===== config.mk =====
export PLATFORM = sky130hd
export DESIGN_NAME = writeback_buffer_flat
export DESIGN_NICKNAME = d
export VERILOG_FILES = /design/src/rtl/writeback_buffer_if.sv /design/src/rtl/writeback_buffer.sv /design/src/flat_wrapper.sv
export SDC_FILE = /design/constraint.sdc
export NUM_CORES = 1
export LEC_CHECK = 0
export BUFFER_PORTS_ARGS = -buffer_cell sky130_fd_sc_hd__clkbuf_2
export CORE_MARGIN = 2
export CORE_UTILIZATION = 44
export DETAILED_ROUTE_END_ITERATION = 10
export GPL_TIMING_DRIVEN = 0
export SETUP_SLACK_MARGIN = 0.5
export SKIP_CTS_REPAIR_TIMING = 1
export SLEW_MARGIN = 20
export SYNTH_ARGS = -nofsm -noshare
export SYNTH_HDL_FRONTEND = slang
export SYNTH_SLANG_ARGS = --single-unit
export TNS_END_PERCENT = 100

===== constraint.sdc =====
create_clock -name clk -period 6.3 [get_ports clk]
set_input_delay 1.26 -clock clk [delete_from_list [all_inputs] [get_ports clk]]
set_output_delay 1.26 -clock clk [all_outputs]
set_load 0.02 [all_outputs]

===== src/rtl/writeback_buffer_if.sv =====
// Bundle of the writeback buffer's enqueue, commit, register-file write and
// forwarding signals; the master drives results in, the slave is the buffer.
interface writeback_buffer_if #(
    parameter int XLEN  = 64,
    parameter int DEPTH = 4
);
    logic                     in_valid;
    logic                     in_ready;
    logic [31:0]              in_inst;
    logic [XLEN-1:0]          in_pc;
    logic [XLEN-1:0]          in_value;
    logic                     in_wen;
    logic                     flush;
    logic                     out_valid;
    logic                     out_ready;
    logic [31:0]              out_inst;
    logic [XLEN-1:0]          out_pc;
    logic                     rf_we;
    logic [4:0]               rf_addr;
    logic [XLEN-1:0]          rf_data;
    logic [4:0]               fwd_addr;
    logic                     fwd_hit;
    logic [XLEN-1:0]          fwd_data;
    logic [$clog2(DEPTH):0]   count;

    modport master (
        output in_valid, in_inst, in_pc, in_value, in_wen, flush, out_ready, fwd_addr,
        input  in_ready, out_valid, out_inst, out_pc, rf_we, rf_addr, rf_data,
               fwd_hit, fwd_data, count
    );

    modport slave (
        input  in_valid, in_inst, in_pc, in_value, in_wen, flush, out_ready, fwd_addr,
        output in_ready, out_valid, out_inst, out_pc, rf_we, rf_addr, rf_data,
               fwd_hit, fwd_data, count
    );
endinterface


===== src/rtl/writeback_buffer.sv =====
// In-order circular buffer between MEM/WB and the register file, with
// youngest-match forwarding over the entries still pending commit.
module writeback_buffer #(
    parameter int DEPTH = 4,
    parameter int XLEN  = 64
) (
    input  logic              clk,
    input  logic              reset_n,
    writeback_buffer_if.slave bus
);
    localparam int AW = $clog2(DEPTH);
    localparam int CW = AW + 1;

    logic [31:0]     inst_mem [DEPTH];
    logic [XLEN-1:0] pc_mem   [DEPTH];
    logic [XLEN-1:0] val_mem  [DEPTH];
    logic [DEPTH-1:0] wen_mem;

    logic [AW-1:0] head_q, head_d;
    logic [AW-1:0] tail_q, tail_d;
    logic [CW-1:0] count_q, count_d;

    logic enq;
    logic deq;
    logic empty;
    logic in_wen_eff;

    assign empty         = (count_q == '0);
    assign bus.in_ready  = !bus.flush && ((count_q < CW'(DEPTH)) || bus.out_ready);
    assign bus.out_valid = !empty && !bus.flush;
    assign enq           = bus.in_valid && bus.in_ready;
    assign deq           = bus.out_valid && bus.out_ready;
    // x0 is never written or forwarded, so its write enable is dropped at entry
    assign in_wen_eff    = bus.in_wen && (bus.in_inst[11:7] != 5'd0);

    assign bus.out_inst = inst_mem[head_q];
    assign bus.out_pc   = pc_mem[head_q];
    assign bus.rf_we    = deq && wen_mem[head_q];
    assign bus.rf_addr  = inst_mem[head_q][11:7];
    assign bus.rf_data  = val_mem[head_q];
    assign bus.count    = count_q;

    always_comb begin
        head_d  = head_q;
        tail_d  = tail_q;
        count_d = count_q;
        if (bus.flush) begin
            head_d  = '0;
            tail_d  = '0;
            count_d = '0;
        end else begin
            if (enq) tail_d = tail_q + AW'(1);
            if (deq) head_d = head_q + AW'(1);
            case ({enq, deq})
                2'b10:   count_d = count_q + CW'(1);
                2'b01:   count_d = count_q - CW'(1);
                default: count_d = count_q;
            endcase
        end
    end

    always_ff @(posedge clk or negedge reset_n) begin
        if (!reset_n) begin
            head_q  <= '0;
            tail_q  <= '0;
            count_q <= '0;
        end else begin
            head_q  <= head_d;
            tail_q  <= tail_d;
            count_q <= count_d;
        end
    end

    // Payload is unreset; validity comes only from head/count
    always_ff @(posedge clk) begin
        if (enq) begin
            inst_mem[tail_q] <= bus.in_inst;
            pc_mem[tail_q]   <= bus.in_pc;
            val_mem[tail_q]  <= bus.in_value;
            wen_mem[tail_q]  <= in_wen_eff;
        end
    end

    logic            fwd_hit_c;
    logic [XLEN-1:0] fwd_data_c;
    logic [AW-1:0]   fwd_idx;

    // Walk oldest to youngest so the last match (closest to tail) wins
    always_comb begin
        fwd_hit_c  = 1'b0;
        fwd_data_c = '0;
        fwd_idx    = '0;
        for (int i = 0; i < DEPTH; i++) begin
            fwd_idx = head_q + AW'(i);
            if ((CW'(i) < count_q) && wen_mem[fwd_idx] &&
                (inst_mem[fwd_idx][11:7] == bus.fwd_addr) && (bus.fwd_addr != 5'd0)) begin
                fwd_hit_c  = 1'b1;
                fwd_data_c = val_mem[fwd_idx];
            end
        end
    end

    assign bus.fwd_hit  = fwd_hit_c;
    assign bus.fwd_data = fwd_data_c;
endmodule


===== src/flat_wrapper.sv =====
// flat-port wrapper written by rule: the top's interface ports become plain ports
module writeback_buffer_flat 
#(
    parameter int DEPTH = 4,
    parameter int XLEN  = 64
)
  (clk, reset_n, bus_in_valid, bus_in_inst, bus_in_pc, bus_in_value, bus_in_wen, bus_flush, bus_out_ready, bus_fwd_addr, bus_in_ready, bus_out_valid, bus_out_inst, bus_out_pc, bus_rf_we, bus_rf_addr, bus_rf_data, bus_fwd_hit, bus_fwd_data, bus_count);
  writeback_buffer_if #(.XLEN(XLEN), .DEPTH(DEPTH)) bus_i ();
  input  logic clk;
  input  logic reset_n;
  input wire logic [$bits(bus_i.in_valid)-1:0] bus_in_valid;
  input wire logic [$bits(bus_i.in_inst)-1:0] bus_in_inst;
  input wire logic [$bits(bus_i.in_pc)-1:0] bus_in_pc;
  input wire logic [$bits(bus_i.in_value)-1:0] bus_in_value;
  input wire logic [$bits(bus_i.in_wen)-1:0] bus_in_wen;
  input wire logic [$bits(bus_i.flush)-1:0] bus_flush;
  input wire logic [$bits(bus_i.out_ready)-1:0] bus_out_ready;
  input wire logic [$bits(bus_i.fwd_addr)-1:0] bus_fwd_addr;
  output wire logic [$bits(bus_i.in_ready)-1:0] bus_in_ready;
  output wire logic [$bits(bus_i.out_valid)-1:0] bus_out_valid;
  output wire logic [$bits(bus_i.out_inst)-1:0] bus_out_inst;
  output wire logic [$bits(bus_i.out_pc)-1:0] bus_out_pc;
  output wire logic [$bits(bus_i.rf_we)-1:0] bus_rf_we;
  output wire logic [$bits(bus_i.rf_addr)-1:0] bus_rf_addr;
  output wire logic [$bits(bus_i.rf_data)-1:0] bus_rf_data;
  output wire logic [$bits(bus_i.fwd_hit)-1:0] bus_fwd_hit;
  output wire logic [$bits(bus_i.fwd_data)-1:0] bus_fwd_data;
  output wire logic [$bits(bus_i.count)-1:0] bus_count;
  assign bus_i.in_valid = bus_in_valid;
  assign bus_i.in_inst = bus_in_inst;
  assign bus_i.in_pc = bus_in_pc;
  assign bus_i.in_value = bus_in_value;
  assign bus_i.in_wen = bus_in_wen;
  assign bus_i.flush = bus_flush;
  assign bus_i.out_ready = bus_out_ready;
  assign bus_i.fwd_addr = bus_fwd_addr;
  assign bus_in_ready = bus_i.in_ready;
  assign bus_out_valid = bus_i.out_valid;
  assign bus_out_inst = bus_i.out_inst;
  assign bus_out_pc = bus_i.out_pc;
  assign bus_rf_we = bus_i.rf_we;
  assign bus_rf_addr = bus_i.rf_addr;
  assign bus_rf_data = bus_i.rf_data;
  assign bus_fwd_hit = bus_i.fwd_hit;
  assign bus_fwd_data = bus_i.fwd_data;
  assign bus_count = bus_i.count;
  writeback_buffer #(.DEPTH(DEPTH), .XLEN(XLEN)) u_core (.clk(clk), .reset_n(reset_n), .bus(bus_i));
endmodule

# Word-level counts from Yosys, hierarchy flattened
# Memory sizes are Yosys's and may differ from the RTL's.
# Cells that the tools add are included.
[classes]
addsub = 6
mul = 0
div = 0
order_cmp = 11
eq_ne = 6
shifts = 0
muxes = 27
bitwise = 0
n_reduce_logical = 28
[op_table]
columns = ["operator", "count"]
rows = [
  ["$mux W64", 4],
  ["$eq A5 B5 Y1", 4],
  ["$logic_and A1 B1 Y1", 19],
  ["$lt A2 B3 Y1 const B", 5],
  ["$mux W1", 11],
  ["$reduce_bool A5 Y1", 2],
  ["$bmux W1 S2", 4],
  ["$mux W2", 4],
  ["$lt A1 B3 Y1 const A", 2],
  ["$lt A2 B3 Y1 const A", 2],
  ["$pmux W3 S2", 1],
  ["$add A2 B1 Y2 const B", 2],
  ["$add A2 B2 Y2 const B", 2],
  ["$bwmux W4", 1],
  ["$reduce_bool A2 Y1", 2],
  ["$add A3 B1 Y3 const B", 1],
  ["$logic_not A3 Y1", 1],
  ["$lt A3 B3 Y1 const B", 1],
  ["$mux W3", 1],
  ["$reduce_bool A3 Y1", 1],
  ["$sub A3 B1 Y3 const B", 1],
  ["$demux W1 S2", 1],
  ["$eq A2 B1 Y1 const B", 1],
  ["$eq A2 B2 Y1 const B", 1],
  ["3 further kinds", 4],
]
[word_totals]
reg_bits = 11
latch_bits = 0
ramBits = 640
romBits = 0
in_bits = 171
elab_cells = 85
mem_count = 3
[memory_table]
columns = ["name", "depth", "word_bits", "read_ports", "rd_clocked_by_memory_dff", "wr", "line_no", "source"]
rows = [
  ["u_core.pc_mem", 4, 64, 1, 0, 1, "writeback_buffer.sv:15", "logic [XLEN-1:0] pc_mem [DEPTH];"],
  ["u_core.val_mem", 4, 64, 4, 0, 1, "writeback_buffer.sv:16", "logic [XLEN-1:0] val_mem [DEPTH];"],
  ["u_core.inst_mem", 4, 32, 4, 0, 1, "writeback_buffer.sv:14", "logic [31:0] inst_mem [DEPTH];"],
]

# Depth between registers and ports, before layout
[depth]
depth_word = 9
mapped_depth = 11
ltp_nobuf = 8

# Worst setup path after synthesis
# Ideal clock, no wire load.
[synth_timing]
path_type = "input port to flip-flop"
start = "in bus_out_ready"
end = "mem u_core.inst_mem[0][0] (enable)"
setup_time_ps = 540
t_arrival_ps = 5748
path_slack_ps = 12
stages = 4
n_path_buf = 1
cell_sequence = "inv_1 -> a211oi_1 -> clkbuf_1 -> and2_1"
[synth_between]
elab_chain_len = 5
[synth_rtl]
columns = ["item", "line_no", "source"]
rows = [
  ["start, declared", "flat_wrapper.sv:17", "input wire logic [$bits(bus_i.out_ready)-1:0] bus_out_ready;"],
  ["$logic_or A1 B1 Y1", "writeback_buffer.sv:29", "assign bus.in_ready = !bus.flush && ((count_q < CW'(DEPTH)) || bus.out_ready);"],
  ["$logic_and A1 B1 Y1", "writeback_buffer.sv:29", ""],
  ["$logic_and A1 B1 Y1", "writeback_buffer.sv:31", "assign enq = bus.in_valid && bus.in_ready;"],
  ["$mux W1", "writeback_buffer.sv:76", "if (enq) begin"],
  ["$mux W1 (not written as such)", "writeback_buffer.sv:77", "inst_mem[tail_q] <= bus.in_inst;"],
  ["end, declared", "writeback_buffer.sv:14", ""],
]
# Every way passes these cells.

# Final worst setup path
[layout_timing]
start = "reg u_core.head_q[1]"
end = "out bus_out_inst[22]"
[layout_between]
elab_chain_len = 1
[layout_rtl]
columns = ["item", "line_no", "source"]
rows = [
  ["start, declared", "writeback_buffer.sv:19", "logic [AW-1:0] head_q, head_d;"],
  ["start signal, assigned", "writeback_buffer.sv:64", "head_q <= '0;"],
  ["start signal, assigned", "writeback_buffer.sv:68", "head_q <= head_d;"],
  ["$mem_v2 Z4 W32", "-", ""],
  ["end, declared", "flat_wrapper.sv:21", "output wire logic [$bits(bus_i.out_inst)-1:0] bus_out_inst;"],
]
# Every way passes these cells.

==> reports/qor.csv <==
stage,metric,value,unit
placed_design,Detailed Place HPWL,59100,um
die,standard-cell rows,97,
worst_setup_path,Crit Path Max Fanout,10,
grt,GRT met2 Usage,39.0,%
worst_setup_path,CP max-delay cell,clkbuf_1,
sta,Final Hold Viols,0,
cts,clk_lat worst skew,0.64,ns
worst_setup_path,Critical Path End Type,output pin,
worst_setup_path,Worst EP required,5.04,ns
cts,Num CTS Buffers,73,
placed_design,IO buf count,401,
final_layout,Layout area overhead,19.4,%
power_and_ir_drop,Sw Ratio,33.1,%
routing,Final Routed Wirelength,86800,um
worst_setup_path,Top delay family on crit path,buffers and inverters,
logic_synthesis,top post-synthesis cells by area,"edfxtp_1 (62%), mux4_2 (18%), mux2i_1 (8.1%)",
routing,via count,19000,
sta,minimum clock period,5.54,ns
sta,Final Skew,0.0163,ns
die,Starting Density,44.5,%
cts,CTS tree,built,
worst_setup_path,Crit Path Class,flip-flop to output pin,
worst_setup_path,CP Cell Sequence,buf_2 > buf_4 > buf_4 > buf_4 > buf_4 > buf_2 > clkbuf_1 > buf_2 > mux4_2 > clkbuf_2,
worst_setup_path,Critical Path Source Type,flip-flop,
final_layout,fin util,53.2,%
sta,post-route setup slack,0.762,ns
hold_path,worst min path class,input port to async pin,
sta,RSZ-0062 raised after global routing,false,
die,width of the die,270,um
routing,routed len/inst,27.0,um
sta,fmax,181,MHz
run_status,status,completed,
grt,GRT busiest layer,met2,
power_and_ir_drop,Psw,4.66,mW
worst_setup_path,Critical Path AT,4.28,ns
power_and_ir_drop,Leakage,12.4,nW
worst_setup_path,CP Buf/Inv Count,9,
logic_synthesis,distinct cell type count after synthesis,45,
power_and_ir_drop,Flop pwr share,36.2,%
placed_design,Routability Congestion,0.810,
routing,Initial DRC Count,1563,
cts,H-Tree Depth,3,
routing,Pre-antenna DRT Iters,6,
worst_setup_path,most frequent CP cell,buf_4,
final_layout,share of layout cells above drive strength 1,40.5,%
logic_synthesis,post-synthesis net count,1895,
grt,GR Util met3,7.21,%
sta,worst slew pin tran,1.13,ns
power_and_ir_drop,Final Power,14.1,mW
power_and_ir_drop,peak supply drop,259,uV
placed_design,dpl ws,0.932,ns
logic_synthesis,cells after synthesis,1716,
power_and_ir_drop,internal power,9.41,mW
logic_synthesis,yosys warns,0,
cts,clk buf depth,3,
run,Max-Cap Viols,0,
cts,Root Driver,clkbuf_16,
cts,Clock Sinks,651,
die,die area,0.0731,mm2
logic_synthesis,post-synthesis sequential area ratio,62.5,%
grt,total grt overflow,0,
worst_setup_path,Worst R2R Setup Slack,2.85,ns
logic_synthesis,mean post-synth cell area,18.2,um2
grt,vias in the first global route,19900,
grt,largest net degree at the start of global routing,45,
sta,Worst slew margin,24.1,%
sta,Slew Limit Fails,0,
final_layout,Layout Nets,2388,
logic_synthesis,Synth top area share,61.9,%
power_and_ir_drop,combinational fraction of design power,33.6,%
power_and_ir_drop,power share of the clock group,30.2,%
grt,met1 GRT Util,28.9,%
sta,final-report setup violation count,0,
die,die height,270,um
routing,Vias/cell,5.89,
die,Core Region,0.0701,mm2
logic_synthesis,post-synth top area cell,edfxtp_1,
grt,first-pass GRT wire length,127000,um
cts,Worst-path clk slew,0.06,ns
routing,Antenna Nets Post-Route,0,
die,boundary pin count,407,
logic_synthesis,Synth async-reset ratio,1.08,%
logic_synthesis,number of synthesized flops with an enable pin,644,
grt,Global Route Usage Sum,23.4,%
sta,period utilization,87.9,%
routing,DRC errors left,0,
worst_setup_path,Slowest Stage Delay on Critical Path,0.68,ns
logic_synthesis,ys flop type,edfxtp_1,
logic_synthesis,"Cell Area, Synth",0.0312,mm2
grt,initial antenna violation count,11,
logic_synthesis,#FFs+latches synth,651,
power_and_ir_drop,Pwr per Cell Area,377,mW/mm2
## cells in the mapped netlist (3+ instances only)
cell type / number
a21oi_1: 5
a31oi_1: 61
and2_1: 5
buf_2: 59
buf_4: 30
buf_6: 13
clkbuf_1: 43
dfrtp_1: 7
edfxtp_1: 644
ha_1: 8
inv_1: 8
mux2_2: 19
mux2i_1: 252
mux4_2: 243
nand2_1: 55
nand3_1: 50
nand4_2: 4
nor2_1: 11
nor3_1: 3
nor3b_1: 64
nor4_1: 16
o211ai_1: 36
o211ai_2: 12
o21ai_0: 4
o21ai_1: 16
or3_1: 3
xnor2_1: 18
xnor2_2: 4
xor2_1: 3
## routing by layer
layer	share of wire, %	up-vias	wire [um]
li1	-	8207	-
met1	39	9815	33600
met2	50	747	43300
met3	8.5	175	7370
met4	2.8	12	2420
met5	0.083	-	72
## logic make-up (layout without fill, tap and decap cells)
group | count (synthesis) | after routing | synth area share (%)
AO/OA/AOI/OAI | 142 | 142 | 3.21
multiplexers | 514 | 514 | 26.3
adder cells (fa/ha/maj) | 8 | 8 | 0.321
buffers and inverters | 154 | 707 | 2.76
flip-flops | 651 | 651 | 62.5
XOR/XNOR | 25 | 25 | 0.797
AND/OR/NAND/NOR | 222 | 222 | 4.14
other | 0 | 7 | 0
## final cells by class
cell class	count	area (um2)
sequential	651	19500
fill	5809	32900
timing repair buffer	418	2390
buffer	146	833
antenna	7	17.5
clock inverter	50	591
inverter	8	30.0
clock buffer	85	1870
multi-input combinational	911	10900
tap	940	1180
## cell usage in the layout (no fill, tap or decap), types with 4 or more instances in the layout
cell type,netlist,layout
o211ai_1,36,36
bufinv_16,0,7
edfxtp_1,644,644
nor4_1,16,16
nor3b_1,64,63
a21oi_1,5,5
nand4_2,4,4
buf_12,0,8
clkbuf_2,0,402
buf_6,13,13
buf_4,30,31
nor2_1,11,11
diode_2,0,7
mux2i_1,252,252
a31oi_1,61,61
clkbuf_1,43,54
clkbuf_16,0,73
mux2_2,19,19
buf_16,0,8
nand2_1,55,55
o211ai_2,12,12
clkinv_2,0,12
xnor2_2,4,4
and2_4,0,4
xnor2_1,18,18
buf_2,59,59
mux4_2,243,243
ha_1,8,8
o21ai_0,4,4
inv_1,8,8
dfrtp_1,7,7
o21ai_1,16,16
nand3_1,50,50
clkinv_1,0,19
clkinv_16,0,6
## path summary, 6_finish.rpt
kind | from | depth (start not counted) | to
setup / recovery | u_core.head_q[1] | 10 | bus_out_inst[22]
hold reg to reg | u_core.tail_q[0] | 1 | u_core.tail_q[0]
min in group clk | u_core.tail_q[0] | 1 | u_core.tail_q[0]
max in group asynchronous | reset_n | 1 | u_core.bus.count[2]
hold / removal | reset_n | 1 | u_core.head_q[0]
setup reg to reg | u_core.head_q[1] | 10 | u_core.head_q[1]
## power by group through the flow
| stage | combinational (mW) | clock, mW | sequential (mW) |
|---|---|---|---|
| finish | 4.73 | 4.24 | 5.09 |
| detailed placement | 4.76 | 0 | 5.18 |
| global route | 5.01 | 4.50 | 5.11 |
| global placement | 4.67 | 0 | 5.21 |
| CTS | 4.78 | 4.35 | 5.09 |
| floorplan | 3.27 | 0 | 5.18 |
## registers in the layout (all words and copies together), names as in the netlist
signal and count:
u_core.val_mem 256, u_core.bus.count 3, u_core.pc_mem 256, u_core.tail_q 2, u_core.inst_mem 128, u_core.wen_mem 4, u_core.head_q 2
## per-stage QoR
step	setup TNS [ns]	hold slack [ns]	area, um2	std cells
floorplan	0	0.555	31200	1716
global placement	-238.03	0.574	34400	3057
detailed placement	0	0.589	34800	3074
CTS	0	0.440	37300	3209
global route	0	0.467	37300	3213
finish	0	0.470	37300	3216
(Power assumes the default switching activity.)
